File: src/rtl/frame_buffer_arbiter.sv
// frame_buffer_arbiter: shares a single-port 1-bit framebuffer RAM between VGA scan-out and a host writer
// Optional full-screen clear sequencer is built when FB_CLEAR_EN is defined.
module frame_buffer_arbiter #(
    parameter int ADDR_WIDTH = 15,
    parameter int FIFO_DEPTH = 4,
    parameter int X_MAX      = 160,
    parameter int Y_MAX      = 120
) (
    input  logic                  i_clk,
    input  logic                  i_reset,
    input  logic                  i_vga_strobe,
    input  logic [ADDR_WIDTH-1:0] i_vga_addr,
    output logic                  o_vga_data,
    input  logic                  i_host_we,
    input  logic [ADDR_WIDTH-1:0] i_host_addr,
    input  logic                  i_host_data,
    output logic                  o_host_ready,
    input  logic                  i_clear_req,
    input  logic                  i_clear_value,
    output logic                  o_clear_busy,
    output logic                  o_clear_done,
    output logic [ADDR_WIDTH-1:0] o_ram_addr,
    output logic                  o_ram_we,
    output logic                  o_ram_wdata,
    input  logic                  i_ram_rdata
);
    localparam int PW = $clog2(FIFO_DEPTH);
    localparam int XW = 8;
    localparam int YW = ADDR_WIDTH - XW;

    logic [ADDR_WIDTH-1:0] r_fifo_addr [FIFO_DEPTH];
    logic [FIFO_DEPTH-1:0] r_fifo_data;
    logic [PW:0]           r_wp;
    logic [PW:0]           r_rp;
    logic                  r_rd_pending;
    logic                  r_vga_data;
    logic                  w_empty;
    logic                  w_full;
    logic                  w_idle;
    logic                  w_clr_state;
    logic                  w_read;
    logic                  w_free;
    logic                  w_clr_wr;
    logic                  w_pop;
    logic                  w_push;
    logic [ADDR_WIDTH-1:0] w_head_addr;
    logic                  w_head_data;
    logic [ADDR_WIDTH-1:0] w_clr_addr;
    logic                  w_clr_data;

    assign w_empty     = r_wp == r_rp;
    assign w_full      = (r_wp - r_rp) == (PW+1)'(FIFO_DEPTH);
    assign w_head_addr = r_fifo_addr[r_rp[PW-1:0]];
    assign w_head_data = r_fifo_data[r_rp[PW-1:0]];

    // Slot selection: VGA read always wins, then clear write, then FIFO pop; nothing reaches the RAM in reset
    assign w_read   = !i_reset && i_vga_strobe;
    assign w_free   = !i_reset && !i_vga_strobe;
    assign w_clr_wr = w_free && w_clr_state;
    assign w_pop    = w_free && !w_clr_state && !w_empty;
    assign w_push   = i_host_we && o_host_ready;

    assign o_host_ready = !i_reset && !w_full && w_idle;
    assign o_vga_data   = r_vga_data;

    // RAM port driven combinationally from the slot type
    always_comb begin
        o_ram_addr  = w_read ? i_vga_addr : w_clr_wr ? w_clr_addr : w_pop ? w_head_addr : '0;
        o_ram_we    = w_clr_wr || w_pop;
        o_ram_wdata = w_clr_wr ? w_clr_data : w_pop ? w_head_data : 1'b0;
    end

    // Host write queue: in-order, a pushed entry becomes visible to the pop side next cycle
    always_ff @(posedge i_clk) begin
        if (i_reset) begin
            r_wp <= '0;
            r_rp <= '0;
        end else begin
            if (w_push) begin
                r_fifo_addr[r_wp[PW-1:0]] <= i_host_addr;
                r_fifo_data[r_wp[PW-1:0]] <= i_host_data;
                r_wp                      <= r_wp + 1'b1;
            end
            if (w_pop)
                r_rp <= r_rp + 1'b1;
        end
    end

    // Scan-out pixel captured the cycle after a read slot, giving two cycles address-to-pixel
    always_ff @(posedge i_clk) begin
        if (i_reset) begin
            r_rd_pending <= 1'b0;
            r_vga_data   <= 1'b0;
        end else begin
            r_rd_pending <= w_read;
            if (r_rd_pending)
                r_vga_data <= i_ram_rdata;
        end
    end

`ifdef FB_CLEAR_EN
    typedef enum logic [1:0] {S_IDLE, S_DRAIN, S_CLEAR} state_t;

    state_t        r_state;
    logic [XW-1:0] r_x;
    logic [YW-1:0] r_y;
    logic          r_clear_value;
    logic          r_clear_busy;
    logic          r_clear_done;

    assign w_idle       = r_state == S_IDLE;
    assign w_clr_state  = r_state == S_CLEAR;
    assign w_clr_addr   = {r_y, r_x};
    assign w_clr_data   = r_clear_value;
    assign o_clear_busy = r_clear_busy;
    assign o_clear_done = r_clear_done;

    // Clear sequencer: drain queued host writes, then sweep every visible pixel raster-order
    always_ff @(posedge i_clk) begin
        if (i_reset) begin
            r_state       <= S_IDLE;
            r_x           <= '0;
            r_y           <= '0;
            r_clear_value <= 1'b0;
            r_clear_busy  <= 1'b0;
            r_clear_done  <= 1'b0;
        end else begin
            r_clear_done <= 1'b0;
            case (r_state)
                S_IDLE: begin
                    if (i_clear_req) begin
                        r_state       <= S_DRAIN;
                        r_clear_value <= i_clear_value;
                        r_x           <= '0;
                        r_y           <= '0;
                        r_clear_busy  <= 1'b1;
                    end
                end
                S_DRAIN: begin
                    if (w_empty)
                        r_state <= S_CLEAR;
                end
                S_CLEAR: begin
                    if (w_clr_wr) begin
                        if (r_x == XW'(X_MAX-1)) begin
                            r_x <= '0;
                            if (r_y == YW'(Y_MAX-1)) begin
                                r_state      <= S_IDLE;
                                r_clear_busy <= 1'b0;
                                r_clear_done <= 1'b1;
                            end else begin
                                r_y <= r_y + 1'b1;
                            end
                        end else begin
                            r_x <= r_x + 1'b1;
                        end
                    end
                end
                default: r_state <= S_IDLE;
            endcase
        end
    end
`else
    logic w_unused_clear;

    assign w_unused_clear = i_clear_req ^ i_clear_value;
    assign w_idle         = 1'b1;
    assign w_clr_state    = 1'b0;
    assign w_clr_addr     = '0;
    assign w_clr_data     = 1'b0;
    assign o_clear_busy   = 1'b0;
    assign o_clear_done   = 1'b0;
`endif

endmodule

File: config.mk
export PLATFORM = sky130hd
export DESIGN_NAME = frame_buffer_arbiter
export DESIGN_NICKNAME = d
export VERILOG_FILES = /design/src/rtl/frame_buffer_arbiter.sv
export SDC_FILE = /design/constraint.sdc
export NUM_CORES = 1
export LEC_CHECK = 0
export ABC_AREA = 1
export BUFFER_PORTS_ARGS = -buffer_cell sky130_fd_sc_hd__buf_2
export CELL_PAD_IN_SITES_DETAIL_PLACEMENT = 0
export CELL_PAD_IN_SITES_GLOBAL_PLACEMENT = 2
export CORE_UTILIZATION = 35
export CTS_CLUSTER_SIZE = 20
export DETAILED_ROUTE_END_ITERATION = 8
export GPL_ROUTABILITY_DRIVEN = 0
export PLACE_DENSITY_LB_ADDON = 0.1
export RECOVER_POWER = 50
export SLEW_MARGIN = 10
export SYNTH_ARGS = -nofsm -noshare
export SYNTH_HDL_FRONTEND = slang
export SYNTH_SLANG_ARGS = --single-unit
File: constraint.sdc
create_clock -name i_clk -period 2.7 [get_ports i_clk]
set_input_delay 0.405 -clock i_clk [delete_from_list [all_inputs] [get_ports i_clk]]
set_output_delay 0.405 -clock i_clk [all_outputs]
set_load 0.01 [all_outputs]
After elaboration in Yosys (flattened, before gate mapping)
Memories as Yosys holds them, arrays and structs flattened. A register that Yosys moved wholly into a read port is not among the register bits.
Index checks and enable logic that the tools add are counted.
- $add $sub $neg: 3
- multiply operators: 0
- divide/modulo/power cells: 0
- magnitude comparators: 3
- eq/ne operators: 2
- shift-type cells: 0
- mux-type cells: 13
- bitwise operators: 1
- reduce and logical (&&, ||, !) cells: 11
- operators with widths (cell ; number):
    $mux 15 ; 2
    $add 3x1->3 const B ; 2
    $logic_and 1x1->1 ; 6
    $lt 2x3->1 const B ; 2
    $mux 1 ; 6
    $bwmux 4 ; 1
    $logic_not 1->1 ; 4
    $mux 2 ; 2
    $eq 3x3->1 ; 1
    $eq 3x3->1 const B ; 1
    $sub 3x3->3 ; 1
    $bmux 1 s2 ; 1
    $demux 1 s2 ; 1
    $ge 2x1->1 const B ; 1
    $reduce_and 2->1 ; 1
    $not 1->1 ; 1
- bits in registers: 12
- latch bits: 0
- bits in writable memories: 60
- ROM bits: 0
- input port bits: 38
- output and inout port bits: 21
- logic and storage cells: 39
- memories: 1
- memory list (memory ; words ; width ; rd ports ; clocked after Yosys merged registers in ; wr ports ; RTL line ; RTL):
    r_fifo_addr ; 4 ; 15 ; 1 ; 1 ; 1 ; 31 ; logic [ADDR_WIDTH-1:0] r_fifo_addr [FIFO_DEPTH];

Logic depth before layout (Yosys ltp)
- depth after elaboration: 8
- gate-level depth with buffers: 11
- mapped depth without buffers: 11

Least setup slack after synthesis
Ideal clock, no wire load.
- path type: reg2reg
- start point: register r_wp[0]
- end point: memory r_fifo_addr[0][0] (enable)
- library setup time: 0.389 ns
- data arrival time: 1.866 ns
- data required time: 2.311 ns
- setup slack: 0.446 ns
- cell stages (with the launch flop): 8
- path buffers: 0
- clock period less this slack: 2.254 ns
- cell sequence: dfxtp_1 > inv_1 > ha_1 > nand2_1 > inv_1 > nand3_2 > nand3_1 > nor2_1
- longest elaborated chain between the ends: 8
- ends and longest elaborated chain (item ; RTL line ; RTL):
    start, declared ; 33 ; logic [PW:0] r_wp;
    start signal, assigned ; 82 ; r_wp <= r_wp + 1'b1;
    $sub 3x3->3 ; 52 ; assign w_full = (r_wp - r_rp) == (PW+1)'(FIFO_DEPTH);
    $eq 3x3->1 ; 52 ;
    $logic_not 1->1 ; 63 ; assign o_host_ready = !i_reset && !w_full && w_idle;
    $logic_and 1x1->1 ; 63 ;
    $logic_and 1x1->1 ; 61 ; assign w_push = i_host_we && o_host_ready;
    $mux 1 ; 79 ; if (w_push) begin
    $mux 1 ; 75 ; if (i_reset) begin
    $mux 1 (implied by the code) ; 80 ; r_fifo_addr[r_wp[PW-1:0]] <= i_host_addr;
    end, declared ; 31 ;
Parallel ways exist; a longest one is shown, timed or not.

Worst setup path after layout
- start point: register r_wp[0]
- end point: output o_ram_addr[4]
- longest elaborated chain between the ends: 5
- ends and longest elaborated chain (item ; RTL line ; RTL):
    $eq 3x3->1 ; 51 ; assign w_empty = r_wp == r_rp;
    $logic_not 1->1 ; 60 ; assign w_pop = w_free && !w_clr_state && !w_empty;
    $logic_and 1x1->1 ; 60 ;
    $mux 15 (2 in a row) ; 68 ; o_ram_addr = w_read ? i_vga_addr : w_clr_wr ? w_clr_addr : w_pop ? w_head_addr : '0;
    end, declared ; 22 ; output logic [ADDR_WIDTH-1:0] o_ram_addr,
Every way passes these cells.

==> summary.json <==
{
  "worstHoldPathType": {"value": "in -> reg"},
  "synth_cells": {"value": 303},
  "synth.most_common_cell": {"value": "sky130_fd_sc_hd__nand2_1"},
  "maximum_clock_insertion_buffer_count": {"value": 2},
  "cts_tree": {"value": "built"},
  "post-synth-top-area-cell": {"value": "sky130_fd_sc_hd__edfxtp_1"},
  "timing_worst_setup_path_type": {"value": "reg -> out"},
  "wire_per_inst": {"value": 13.4, "unit": "µm"},
  "power-per-cell-area": {"value": 911, "unit": "nW/µm²"},
  "synth_area_per_cell": {"value": 10.6, "unit": "µm²"},
  "dp.final_hpwl": {"value": 4100, "unit": "µm"},
  "ioPinCount": {"value": 59},
  "failed_checks": {"value": "DRC"},
  "clk_pin_slew_worst_paths": {"value": 0.08, "unit": "ns"},
  "floorplan.die_area": {"value": 9590, "unit": "µm²"},
  "drtIter0Drc": {"value": 52},
  "synth_edf_count": {"value": 64},
  "areaGrowthSynthToFinish": {"value": 17.9, "unit": "%"},
  "post-place-cells": {"value": 462},
  "num_vias": {"value": 2188},
  "synth.top_cells.by_count": {"value": "sky130_fd_sc_hd__nand2_1, sky130_fd_sc_hd__edfxtp_1, sky130_fd_sc_hd__a21oi_1"},
  "final_period_minus_worst_setup_slack": {"value": 2.47, "unit": "ns"},
  "setup_viol": {"value": 0},
  "design_area": {"value": 3800, "unit": "µm²"},
  "finalHoldViolCount": {"value": 0},
  "layout_worst_path_cycle_share": {"value": 0.913},
  "rrSetupSlack": {"value": 0.52, "unit": "ns"},
  "worstSetupEndpointType": {"value": "output port"},
  "clock_tree_root": {"value": "sky130_fd_sc_hd__clkbuf_8"},
  "initial_utilization": {"value": 0.366},
  "run_status": {"value": "finished, violations left"},
  "maxSlewViolCount": {"value": 0},
  "reg2reg_to": {"value": "r_fifo_data[0]"},
  "fraction_of_final_layout_cells_sized_beyond_drive_strength_1": {"value": 0.208},
  "drt_drc_violations_left": {"value": 4},
  "drt-pass1-iter-count": {"value": 6},
  "globalRouteOverflowTotal": {"value": 0},
  "numCtsBuffers": {"value": 9},
  "post_cts_resized": {"value": 0},
  "dpl_cell_area": {"value": 3630, "unit": "µm²"},
  "grt_pass1_wl": {"value": 10400, "unit": "µm"},
  "floorplan.rows": {"value": 34},
  "die_w": {"value": 97.9, "unit": "µm"},
  "wl": {"value": 6400, "unit": "µm"},
  "maxCapViolCount": {"value": 0},
  "std_cell_core_area": {"value": 8810, "unit": "µm²"},
  "critical_path_peak_fanout": {"value": 17},
  "layout.cells.non_filler": {"value": 478},
  "synth_ff_type": {"value": "sky130_fd_sc_hd__edfxtp_1"},
  "hold_path_end": {"value": "o_vga_data"},
  "h-tree-depth": {"value": 3},
  "yosysSeqAreaShare": {"value": 0.659},
  "largest_net_degree_at_the_start_of_global_routing": {"value": 31},
  "antenna_cells_inserted": {"value": 0},
  "number_of_global_route_vias_before_repair": {"value": 2042},
  "share_of_yosys_cell_area_claimed_by_the_top_area_cell_type": {"value": 0.597},
  "synth_warnings": {"value": 0},
  "rsz_0062_raised_after_global_routing": {"value": "false"},
  "placement.io_buffers": {"value": 54},
  "design.final.nets": {"value": 410},
  "number_of_antenna_violations_at_the_first_check_in_global_routing": {"value": 0},
  "postSynth.asyncResetShare": {"value": 0},
  "holdBufCountCts": {"value": 0},
  "holdPathStages": {"value": 3},
  "r2r_start": {"value": "r_wp[0]"},
  "worstSkewPairLatency": {"value": 0.34, "unit": "ns"},
  "reg2regPathDepth": {"value": 8},
  "maxClockFrequency": {"value": 405, "unit": "MHz"},
  "critical_path_arrival": {"value": 2.06, "unit": "ns"},
  "post-route-util": {"value": 0.431},
  "post_synth_num_cell_types": {"value": 25},
  "die_height": {"value": 97.9, "unit": "µm"},
  "grt_usage": {"value": 0.144},
  "final.fill_count": {"value": 883},
  "ir_worst_vdd": {"value": 0.304, "unit": "mV"},
  "worst_setup_path_start_kind": {"value": "register"},
  "hold_path.startpoint": {"value": "i_ram_rdata"},
  "static-leakage-power": {"value": 0.00155, "unit": "µW"},
  "synthesis.area": {"value": 3220, "unit": "µm²"},
  "setup-tns-final": {"value": 0, "unit": "ns"},
  "cts_post_setup_buffers_inserted": {"value": 0},
  "register_bit_count_reported_by_yosys": {"value": 74},
  "detail-route-antenna-nets": {"value": 0},
  "final.hold.worst_slack": {"value": 0.297, "unit": "ns"},
  "finalClockSkew": {"value": 0.0118, "unit": "ns"},
  "post_synth_main_area_contributors": {"value": "sky130_fd_sc_hd__edfxtp_1, sky130_fd_sc_hd__nand2_1, sky130_fd_sc_hd__dfxtp_1, sky130_fd_sc_hd__a21oi_1, sky130_fd_sc_hd__nand3_1"},
  "clock_sinks": {"value": 74},
  "vias_per_cell": {"value": 4.58},
  "timing.critical_path.required": {"value": 2.30, "unit": "ns"}
}
## through the flow
stage          setup WS [ns]  power, µW
2_1_floorplan          0.446       2330
3_3_place_gp           0.582       2660
5_1_grt               0.0394       3720
4_1_cts                0.168       3540
3_5_place_dp           0.553       2670
6_report               0.234       3460
## where the power goes
| part | switching (µW) | internal, µW |
|---|---|---|
| Sequential | 62.0 | 1370 |
| Clock | 422 | 435 |
| Combinational | 782 | 386 |
## final cells by class
type / instances / area (µm²) / share of cell area
flip-flops and latches: 74 / 2120 / 0.559
multi-input cells: 196 / 947 / 0.250
repair buffers: 63 / 309 / 0.0814
well taps: 108 / 135 / 0.0356
clock buffers: 9 / 124 / 0.0326
inverters: 21 / 81.3 / 0.0214
clock inverters: 7 / 77.6 / 0.0204
## worst max-delay path: stages, from the launching register on
cell                      delay [ns]
sky130_fd_sc_hd__dfxtp_1        0.40
sky130_fd_sc_hd__inv_1          0.11
sky130_fd_sc_hd__ha_1           0.29
sky130_fd_sc_hd__nand2_1        0.10
sky130_fd_sc_hd__o21ai_4        0.25
sky130_fd_sc_hd__inv_4          0.06
sky130_fd_sc_hd__nand2_4        0.23
sky130_fd_sc_hd__o21ai_0        0.12
sky130_fd_sc_hd__buf_2          0.15
## layout by cell type, fill, tap and decap left out, drive strengths merged
cell,count
conb,2
clkinv,3
a21oi,22
ha,7
clkinvlp,2
buf,43
nand3,20
nand2,110
bufinv,1
nand4,1
dfxtp,10
o21ai,21
inv,22
clkbuf,29
nor2,12
edfxtp,64
a211oi,1
## kinds of logic after synthesis
group                    synth area share
flip-flops                          0.659
buffers and inverters              0.0497
adder cells (fa/ha/maj)            0.0272
other                             0.00116
AO/OA/AOI/OAI                      0.0831
AND/OR/NAND/NOR                     0.180
## routing by layer
metal	wire [µm]	GRT usage	vias to the layer above	part of all wire
met5	0	0	-	0
met4	80	0.0524	0	0.012
met3	234	0.0322	6	0.037
met2	3220	0.254	40	0.50
met1	2870	0.172	1002	0.45
li1	-	-	1140	-
## registers in the layout (all words and copies together) (netlist names), named ones only
register,cells
r_rp,3
r_rd_pending,1
o_vga_data,1
r_wp,3
r_fifo_data,4
r_fifo_addr,60
## how the worst max path moves through the flow
stage / startpoint / endpoint / slack (ns)
finish: r_wp[0] / o_ram_addr[4] / 0.23
global route: r_wp[0] / o_ram_addr[4] / 0.04
CTS: r_wp[0] / o_ram_addr[0] / 0.17
detailed placement: r_wp[0] / o_ram_addr[0] / 0.55
global placement: r_wp[0] / o_ram_addr[1] / 0.58
floorplan: r_wp[0] / r_fifo_addr[0][0] / 0.45
No activity file was read; power rests on OpenSTA's default activity.
